File: src/rtl/team_06_pkg.sv
// Shared register map, STATUS bit layout and default window base for the
// Wishbone peripheral.
package team_06_pkg;

    localparam logic [31:0] DEFAULT_BASE_ADDR = 32'h3000_0000;

    localparam logic [7:0] OFF_SCRATCH = 8'h00;
    localparam logic [7:0] OFF_LED     = 8'h04;
    localparam logic [7:0] OFF_TIMER   = 8'h08;
    localparam logic [7:0] OFF_TXDATA  = 8'h0C;
    localparam logic [7:0] OFF_STATUS  = 8'h10;

    localparam int STAT_EMPTY     = 0;
    localparam int STAT_FULL      = 1;
    localparam int STAT_COUNT_LSB = 2;
    localparam int STAT_COUNT_W   = 5;
    localparam int STAT_OVF       = 8;

    typedef enum logic [2:0] {
        REG_SCRATCH,
        REG_LED,
        REG_TIMER,
        REG_TXDATA,
        REG_STATUS,
        REG_NONE
    } reg_e;

    function automatic reg_e decode_offset(input logic [7:0] off);
        case (off)
            OFF_SCRATCH: return REG_SCRATCH;
            OFF_LED:     return REG_LED;
            OFF_TIMER:   return REG_TIMER;
            OFF_TXDATA:  return REG_TXDATA;
            OFF_STATUS:  return REG_STATUS;
            default:     return REG_NONE;
        endcase
    endfunction

endpackage

File: src/rtl/team_06_byte_fifo.sv
// Byte FIFO with power-of-two depth; a pop frees a slot for a push in the same
// cycle, so a full FIFO accepts a push when it is also being drained.
module team_06_byte_fifo #(
    parameter int DEPTH = 8
) (
    input  logic       clk,
    input  logic       nrst,
    input  logic       push,
    input  logic [7:0] push_data,
    input  logic       pop,
    output logic [7:0] head,
    output logic       full,
    output logic       empty,
    output logic [4:0] count
);
    import team_06_pkg::*;

    localparam int            AW       = $clog2(DEPTH);
    localparam logic [AW-1:0] PTR_STEP = AW'(1);
    localparam logic [4:0]    CNT_FULL = 5'(DEPTH);

    logic [7:0]    mem [DEPTH];
    logic [AW-1:0] wr_ptr;
    logic [AW-1:0] rd_ptr;
    logic          do_push;
    logic          do_pop;

    assign full    = (count == CNT_FULL);
    assign empty   = (count == 5'd0);
    assign do_pop  = pop & ~empty;
    assign do_push = push & (~full | do_pop);
    assign head    = empty ? 8'h00 : mem[rd_ptr];

    // NOTE: the storage array is deliberately left without reset; only the
    // pointers and count are cleared, and head is forced to zero while empty.
    always_ff @(posedge clk) begin
        if (do_push) mem[wr_ptr] <= push_data;
    end

    // NOTE: sequential state uses non-blocking assignments so every register
    // samples pre-edge values regardless of statement order.
    always_ff @(posedge clk or negedge nrst) begin
        if (!nrst) begin
            wr_ptr <= '0;
            rd_ptr <= '0;
            count  <= '0;
        end else begin
            if (do_push) wr_ptr <= wr_ptr + PTR_STEP;
            if (do_pop)  rd_ptr <= rd_ptr + PTR_STEP;
            case ({do_push, do_pop})
                2'b10:   count <= count + 5'd1;
                2'b01:   count <= count - 5'd1;
                default: ;
            endcase
        end
    end

endmodule

File: src/rtl/team_06_wb_periph.sv
// Wishbone classic slave: scratch, LED, free-running timer and a TX byte FIFO
// streamed out over valid/ready. Single-cycle registered acknowledge.
module team_06_wb_periph
    import team_06_pkg::*;
#(
    parameter logic [31:0] BASE_ADDR  = DEFAULT_BASE_ADDR,
    parameter int          FIFO_DEPTH = 8
) (
    input  logic        clk,
    input  logic        nrst,
    input  logic        wbs_cyc_i,
    input  logic        wbs_stb_i,
    input  logic        wbs_we_i,
    input  logic [31:0] wbs_adr_i,
    input  logic [31:0] wbs_dat_i,
    input  logic [3:0]  wbs_sel_i,
    output logic        wbs_ack_o,
    output logic [31:0] wbs_dat_o,
    output logic [15:0] led_o,
    output logic [7:0]  byte_o,
    output logic        byte_valid_o,
    input  logic        byte_ready_i
);

    logic [31:0] scratch;
    logic [31:0] timer;
    logic        ovf;
    logic        req;
    logic        wr;
    reg_e        reg_sel;
    logic [31:0] rdata;
    logic        push_req;
    logic        pop;
    logic        fifo_full;
    logic        fifo_empty;
    logic [4:0]  fifo_count;

    // Requests are taken only while ack is low, so each access acks exactly once.
    assign req      = wbs_cyc_i & wbs_stb_i & ~wbs_ack_o
                      & (wbs_adr_i[31:8] == BASE_ADDR[31:8]);
    assign wr       = req & wbs_we_i;
    assign reg_sel  = decode_offset(wbs_adr_i[7:0]);
    assign push_req = wr & (reg_sel == REG_TXDATA) & wbs_sel_i[0];
    assign pop      = byte_valid_o & byte_ready_i;
    assign byte_valid_o = ~fifo_empty;

    team_06_byte_fifo #(.DEPTH(FIFO_DEPTH)) u_fifo (
        .clk       (clk),
        .nrst      (nrst),
        .push      (push_req),
        .push_data (wbs_dat_i[7:0]),
        .pop       (pop),
        .head      (byte_o),
        .full      (fifo_full),
        .empty     (fifo_empty),
        .count     (fifo_count)
    );

    // NOTE: defaulting rdata before the case keeps this purely combinational.
    always_comb begin
        rdata = '0;
        case (reg_sel)
            REG_SCRATCH: rdata = scratch;
            REG_LED:     rdata = {16'h0000, led_o};
            REG_TIMER:   rdata = timer;
            REG_STATUS: begin
                rdata[STAT_EMPTY]                          = fifo_empty;
                rdata[STAT_FULL]                           = fifo_full;
                rdata[STAT_COUNT_LSB +: STAT_COUNT_W]      = fifo_count;
                rdata[STAT_OVF]                            = ovf;
            end
            default: ;
        endcase
    end

    always_ff @(posedge clk or negedge nrst) begin
        if (!nrst) begin
            wbs_ack_o <= 1'b0;
            wbs_dat_o <= '0;
            scratch   <= '0;
            led_o     <= '0;
            timer     <= '0;
            ovf       <= 1'b0;
        end else begin
            wbs_ack_o <= req;
            // Write acks return zero data; reads return the addressed register.
            wbs_dat_o <= (req & ~wbs_we_i) ? rdata : '0;
            timer     <= (wr && reg_sel == REG_TIMER) ? '0 : timer + 32'd1;

            if (wr && reg_sel == REG_SCRATCH) begin
                for (int i = 0; i < 4; i++)
                    if (wbs_sel_i[i]) scratch[8*i +: 8] <= wbs_dat_i[8*i +: 8];
            end
            if (wr && reg_sel == REG_LED) begin
                for (int i = 0; i < 2; i++)
                    if (wbs_sel_i[i]) led_o[8*i +: 8] <= wbs_dat_i[8*i +: 8];
            end

            if (push_req && fifo_full && !pop)
                ovf <= 1'b1;
            else if (wr && reg_sel == REG_STATUS && wbs_dat_i[STAT_OVF])
                ovf <= 1'b0;
        end
    end

endmodule

File: config.mk
export PLATFORM = sky130hd
export DESIGN_NAME = team_06_wb_periph
export DESIGN_NICKNAME = d
export VERILOG_FILES = /design/src/rtl/team_06_pkg.sv /design/src/rtl/team_06_byte_fifo.sv /design/src/rtl/team_06_wb_periph.sv
export SDC_FILE = /design/constraint.sdc
export NUM_CORES = 1
export LEC_CHECK = 0
export ABC_CLOCK_PERIOD_IN_PS = 3300
export BUFFER_PORTS_ARGS = -buffer_cell sky130_fd_sc_hd__buf_2
export CAP_MARGIN = 20
export CORE_UTILIZATION = 57
export CTS_BUF_LIST = sky130_fd_sc_hd__clkbuf_16
export CTS_CLUSTER_DIAMETER = 50
export DETAILED_ROUTE_END_ITERATION = 6
export PLACE_DENSITY = 0.86
export SLEW_MARGIN = 20
export SYNTH_ARGS = -nofsm -noshare
export SYNTH_HDL_FRONTEND = slang
export SYNTH_SLANG_ARGS = --single-unit
File: constraint.sdc
create_clock -name clk -period 3.3 [get_ports clk]
set_input_delay 0.66 -clock clk [delete_from_list [all_inputs] [get_ports clk]]
set_output_delay 0.66 -clock clk [all_outputs]
set_load 0.02 [all_outputs]
# --- Word-level counts from Yosys, hierarchy flattened ---
# Memories as Yosys holds them, arrays and structs flattened.
# Cells that the tools add are included.
op_classes:
  add_sub_neg: 5
  n_eq_ne: 12
  mux: 13
  n_bitwise: 15
  n_reduce_logical: 19
op_table:
  columns: ["op", "count"]
  rows:
  - ["23-bit case mux with 3 select lines", 1]
  - ["32-bit two-way mux", 2]
  - ["32-bit by 1-bit adder with 32-bit output, second input constant", 1]
  - ["7-bit case mux with 4 select lines", 1]
  - ["24-bit by 22-bit == test with 1-bit output, second input constant", 1]
  - ["8-bit by 4-bit == test with 1-bit output, second input constant", 2]
  - ["3-bit case mux with 5 select lines", 1]
  - ["2-bit AND reduction", 6]
  - ["1-bit bitwise AND", 10]
  - ["5-bit case mux with 2 select lines", 1]
  - ["8-bit by 3-bit == test with 1-bit output, second input constant", 1]
  - ["8-bit by 5-bit == test with 1-bit output, second input constant", 1]
  - ["8-bit logical NOT", 1]
  - ["8-bit two-way mux", 1]
  - ["1-bit logical AND", 7]
  - ["3-bit by 1-bit adder with 3-bit output, second input constant", 2]
  - ["3-bit by 2-bit == test with 1-bit output, second input constant", 2]
  - ["5-bit by 1-bit adder with 5-bit output, second input constant", 1]
  - ["5-bit by 4-bit == test with 1-bit output, second input constant", 1]
  - ["5-bit logical NOT", 1]
  - ["5-bit by 1-bit subtractor with 5-bit output, second input constant", 1]
  - ["1-bit two-way mux", 4]
  - ["1-bit inverter", 4]
  - ["1-bit case mux with 4 select lines", 1]
  - ["other kinds (9)", 10]
totals:
  ff_bits: 125
  ram_bits: 64
  inputBits: 74
  out_inout_bits: 58
  wordCells: 78
  n_memories: 1
mem_list:
  columns: ["name", "words", "width", "rd", "rd_clocked_by_memory_dff", "write_ports", "line_no", "rtl"]
  rows:
  - ["u_fifo.mem", 8, 8, 1, 0, 1, "team_06_byte_fifo.sv:22", "logic [7:0] mem [DEPTH];"]

# --- Longest topological paths before layout ---
depth:
  word_depth: 9
  mapped_depth: 15
  depth_no_buf: 11

# --- By module ---
# From an unflattened synthesis, not the netlist that was laid out.
hier_totals:
  cells_unflattened: 666
  area_unflattened_um2: 8605.8
modules_own_cells:
  columns: ["module", "instances", "cells_per_inst", "area_each_um2", "seq_area_each_um2"]
  rows:
  - ["team_06_wb_periph", 1, 469, 5318.9, 2852.7]
  - ["team_06_byte_fifo", 1, 197, 3286.9, 2197.1]

# --- Worst setup path after synthesis ---
# OpenSTA, ideal clock, no wires.
synth_timing:
  path_kind: "input to register"
  startpoint: "in wbs_stb_i"
  endpoint: "reg u_fifo.count[2]"
  setup_time_ns: 0.135
  arrival_ns: 2.877
  required_ns: 3.165
  setup_slack_ns: 0.288
  path_stages: 12
  n_path_buf: 1
  path_cell_list: "nor4bb_1 -> nand4_1 -> nor4_4 -> inv_1 -> ha_1 -> clkbuf_1 -> xor2_1 -> ha_1 -> a21oi_1 -> xor2_1 -> nor2_1 -> xor2_1"
synth_between:
  elab_chain_cells: 9
  elab_cells_between_ends: 11
  classes_between: "2 x eq/ne; 1 x mux; 7 x bitwise; 1 x reduce/logical"
synth_rtl:
  columns: ["item", "line_no", "rtl"]
  rows:
  - ["start: declaration", "team_06_wb_periph.sv:12", "input logic wbs_stb_i,"]
  - ["1-bit bitwise AND * (2 in series)", "team_06_wb_periph.sv:39", "assign req = wbs_cyc_i & wbs_stb_i & ~wbs_ack_o"]
  - ["1-bit bitwise AND *", "team_06_wb_periph.sv:40", "& (wbs_adr_i[31:8] == BASE_ADDR[31:8]);"]
  - ["1-bit bitwise AND *", "team_06_wb_periph.sv:41", "assign wr = req & wbs_we_i;"]
  - ["1-bit bitwise AND * (2 in series)", "team_06_wb_periph.sv:43", "assign push_req = wr & (reg_sel == REG_TXDATA) & wbs_sel_i[0];"]
  - ["1-bit bitwise AND *", "team_06_byte_fifo.sv:31", "assign do_push = push & (~full | do_pop);"]
  - ["2-bit by 1-bit == test with 1-bit output / 2-bit == test (equally long branches)", "team_06_byte_fifo.sv:50", "case ({do_push, do_pop})"]
  - ["5-bit case mux with 2 select lines / 2-bit nonzero test (equally long branches)", null, null]
  - ["end signal: assignment", "team_06_byte_fifo.sv:51", "2'b10: count <= count + 5'd1;"]
  - ["end signal: assignment", "team_06_byte_fifo.sv:52", "2'b01: count <= count - 5'd1;"]
  - ["end: declaration", "team_06_byte_fifo.sv:14", "output logic [4:0] count"]
# Every way passes the cells marked *; elsewhere a longest branch is shown, timed or not.
# A chain may end at the register's enable or synchronous reset.

# --- Worst setup path in the final report ---
layout_timing:
  startpoint: "reg u_fifo.count[1]"
  endpoint: "reg u_fifo.count[2]"
layout_between:
  elab_chain_cells: 8
  elab_cells_between_ends: 14
  classes_between: "2 x add/sub; 3 x eq/ne; 1 x mux; 6 x bitwise; 2 x reduce/logical"
layout_rtl:
  columns: ["item", "line_no", "rtl"]
  rows:
  - ["5-bit logical NOT", "team_06_byte_fifo.sv:29", "assign empty = (count == 5'd0);"]
  - ["1-bit inverter", "team_06_byte_fifo.sv:30, team_06_wb_periph.sv:45", null]
  - ["1-bit bitwise AND", "team_06_wb_periph.sv:44", "assign pop = byte_valid_o & byte_ready_i;"]
  - ["1-bit bitwise AND", "team_06_byte_fifo.sv:30", "assign do_pop = pop & ~empty;"]
  - ["1-bit OR", "team_06_byte_fifo.sv:31", null]
  - ["1-bit bitwise AND", "team_06_byte_fifo.sv:31", null]
  - ["2-bit by 1-bit == test with 1-bit output / 2-bit == test (equally long branches)", "team_06_byte_fifo.sv:50", null]
  - ["5-bit case mux with 2 select lines / 2-bit nonzero test (equally long branches)", null, null]
# Several ways; a longest one is shown, not always the timed one.

==> flow_summary.json <==
{
  "report.final.setup_viol": 0,
  "finalCritPeriodShare_pct": 87.21,
  "cts_hold_buf": 0,
  "ir_drop_mv": 0.3759,
  "postSynthNetCount": 701,
  "hold_violations": 0,
  "fin_util_pct": 69.38,
  "edff_count_synth": 64,
  "synthesized_area_divided_by_synthesized_cell_count_um2": 13.43,
  "power_density_nw_per_um2": 469.6,
  "dieArea_um2": 15120,
  "hpwl_um": 12880,
  "number_of_global_route_vias_before_repair": 5723,
  "via_per_inst": 5.873,
  "timing.reg2reg.setup_slack_ps": 420,
  "drc": 0,
  "instances_no_fill": 948,
  "initial_utilization_pct": 59.16,
  "syn_inst": 621,
  "worst_slack_on_hold_paths_ps": 293.5,
  "syn_area_um2": 8339,
  "cts.sink_count": 189,
  "area_occupied_by_multi_input_gates_um2": 3050,
  "sequential_cell_area_fraction_in_the_yosys_report_pct": 60.56,
  "grt_setup_unrepaired": "false",
  "cts_root_buf": "clkbuf_16",
  "ys.warnings.count": 0,
  "status": "finished, final reports clean",
  "critical_path_capture_point_type": "register",
  "route.antenna.remaining_nets": 0,
  "core_region_area_um2": 14100,
  "timing.max_slew.rel_slack_pct": 44.78,
  "total_leakage_power_nw": 4.338,
  "number_of_antenna_violations_at_the_first_check_in_global_routing": 0,
  "synth-seq-cells": 189,
  "tritoncts.num_buffers": 17,
  "critPathLaunchType": "register",
  "drt_pre_antenna_iters": 5,
  "post_cts_resized": 0,
  "aggregate_negative_setup_slack_ps": 0,
  "htreeDepth": 4,
  "grt_start_max_net_pins": 64,
  "fill_cells": 987,
  "worst-endpoint-required_ps": 3620,
  "clock_period_minus_worst_slack_ps": 2878,
  "post-place-cells": 916,
  "net_count_reported_at_finish": 835,
  "clk_path_buf_depth": 2,
  "seq_area_um2": 5050,
  "area_delta_synth_final_pct": 17.27,
  "drt_iter0_drc": 581,
  "final-max-slew-violation-count": 0,
  "post_cts.repair.setup_buffers": 0,
  "cp.arrival_ps": 3200,
  "critical_path_start_end_classification": "register to register",
  "grt_overflow": 0,
  "highest_fanout_seen_on_the_critical_path": 8,
  "min-delay-path-class": "input pin to asynchronous set/reset pin",
  "antenna_cells_inserted": 0,
  "synth.lib_cells_used.distinct": 54,
  "setup_skew_after_layout_ps": 6.644,
  "postSynth.asyncResetShare_pct": 66.14,
  "routed-via-count": 5568,
  "total_power_mw": 4.593,
  "transition_time_at_the_pin_with_the_least_slew_margin_ps": 828.3,
  "maxCapViolCount": 0,
  "insertion_delay_ps": 450,
  "port_buffers": 131,
  "boundary_pins": 132,
  "die_width_um": 123.0,
  "totalWireLength_um": 18690,
  "final_layout_size_suffix_gt1_share_pct": 31.64,
  "core.rowCount": 43,
  "grt_first_pass_wirelength_um": 29740,
  "routedWlPerCell_um": 19.71,
  "cts_tree": "done",
  "total_global_route_track_usage_pct": 27.06,
  "routabilityCongestion": 0.9016,
  "die_height_um": 123.0,
  "fmax_ghz": 0.3475,
  "dominantRegCellSynth": "dfrtp_1",
  "clock_transition_at_the_registers_of_the_reported_paths_ps": 70
}
[final cells by class]
| type | instances | share of cell area (%) |
|---|---|---|
| inverters | 12 | 0.4606 |
| well taps | 180 | 2.303 |
| clock buffers | 18 | 4.606 |
| repair buffers | 151 | 8.393 |
| flip-flops and latches | 189 | 51.64 |
| multi-input cells | 384 | 31.19 |
| clock inverters | 14 | 1.407 |
[power by group]
part,switching (mW),leakage (nW),internal [mW]
Sequential,0.000847,2.30,2.42
Clock,0.970,0.284,1.05
Combinational,0.0928,1.76,0.0557
Total,1.06,4.34,3.53
[path summary, 6_finish.rpt]
path                                             start                     endpoint  cells past startpoint
setup reg to reg           u_fifo.count[1]$_DFFE_PN0P_  u_fifo.count[2]$_DFFE_PN0P_                     11
setup / recovery           u_fifo.count[1]$_DFFE_PN0P_  u_fifo.count[2]$_DFFE_PN0P_                     11
hold reg to reg                scratch[24]$_DFFE_PN0P_      scratch[24]$_DFFE_PN0P_                      1
min in group clk                         wbs_dat_i[17]      scratch[17]$_DFFE_PN0P_                      2
max in group asynchronous                         nrst      wbs_dat_o[10]$_DFF_PN0_                      2
hold / removal                                    nrst      scratch[20]$_DFFE_PN0P_                      1
[registers in the layout, indices dropped and copies added (netlist names)]
signal         cells
led_o             16
ovf                1
scratch           32
timer             32
u_fifo.count       5
u_fifo.mem        64
u_fifo.rd_ptr      3
u_fifo.wr_ptr      3
wbs_ack_o          1
wbs_dat_o         32
[Yosys cell counts (3+ instances only)]
| cell type | instances | area, um2 |
|---|---|---|
| xnor2_1 | 26 | 227.7 |
| mux2_1 | 22 | 247.7 |
| nor2_1 | 92 | 345.3 |
| buf_4 | 6 | 45.04 |
| a21oi_1 | 15 | 75.07 |
| nor2b_1 | 3 | 18.77 |
| and3_1 | 8 | 50.05 |
| clkbuf_1 | 13 | 48.80 |
| mux2_2 | 13 | 146.4 |
| mux2_4 | 16 | 240.2 |
| nor4_1 | 8 | 50.05 |
| a22oi_1 | 16 | 120.1 |
| nand2_1 | 27 | 101.4 |
| nand4_1 | 8 | 50.05 |
| buf_2 | 11 | 55.05 |
| buf_1 | 3 | 11.26 |
| inv_1 | 10 | 37.54 |
| edfxtp_1 | 64 | 1922 |
| buf_6 | 3 | 33.78 |
| nand2b_1 | 4 | 25.02 |
| and4_1 | 7 | 61.31 |
| ha_1 | 6 | 75.07 |
| nor4_2 | 3 | 37.54 |
| nor3_1 | 14 | 70.07 |
| nand3_1 | 11 | 55.05 |
| a222oi_1 | 8 | 80.08 |
| mux2i_1 | 18 | 180.2 |
| xor2_1 | 15 | 131.4 |
| dfrtp_1 | 125 | 3128 |
| mux4_2 | 16 | 360.4 |
[placed cells by master, fill, tap and decap left out, types with 3 or more instances in the layout]
cell	instances
and4_1	7
nand3_1	11
and3_1	8
nor2_1	92
buf_4	20
inv_8	4
mux2i_1	18
nor3_1	14
a222oi_1	8
mux2_2	13
nand4_1	8
a22oi_1	16
xnor2_1	26
nor2b_1	3
nor4_1	8
mux2_4	16
buf_2	130
dfrtp_1	125
xor2_1	15
a21oi_1	15
ha_1	6
edfxtp_1	64
inv_1	10
nand2b_1	4
nor4_2	3
clkbuf_16	18
nand2_1	27
inv_6	5
mux2_1	22
mux4_2	16
[kinds of logic (layout without fill, tap and decap cells)]
group | Yosys count | in the layout | synth area share (%)
mux | 85 | 85 | 14.09
fa+ha+maj | 6 | 6 | 0.9002
simple gates | 203 | 203 | 13.07
compound gates | 49 | 49 | 4.216
xor+xnor | 41 | 41 | 4.306
buf+inv | 48 | 195 | 2.866
flops | 189 | 189 | 60.56
[metrics by stage]
| step | area (um2) | setup slack [ps] |
|---|---|---|
| floorplan | 8339 | 287.8 |
| global placement | 9191 | 285.9 |
| detailed placement | 9191 | 115.1 |
| CTS | 9779 | 434.6 |
| global route | 9779 | 270.0 |
| finish | 9779 | 422.0 |
[critical path, stage by stage, from the launching register on]
cell     delay [ps]
dfrtp_1         480
nor4_2          410
and2b_1         230
inv_2            60
and2_1          240
ha_1            360
xor2_1          190
ha_1            240
a21oi_1         160
xor2_1          170
nor2_1           70
xor2_1          140
[layer usage]
metal | GRT usage (%) | part of all wire (%) | vias to the layer above
li1 | - | - | 2516
met1 | 33.59 | 40 | 2819
met2 | 45.65 | 52 | 196
met3 | 5.581 | 5.2 | 37
met4 | 12.58 | 2.4 | 0
met5 | 0 | 0 | -
No activity file was read; power rests on OpenSTA's default activity.
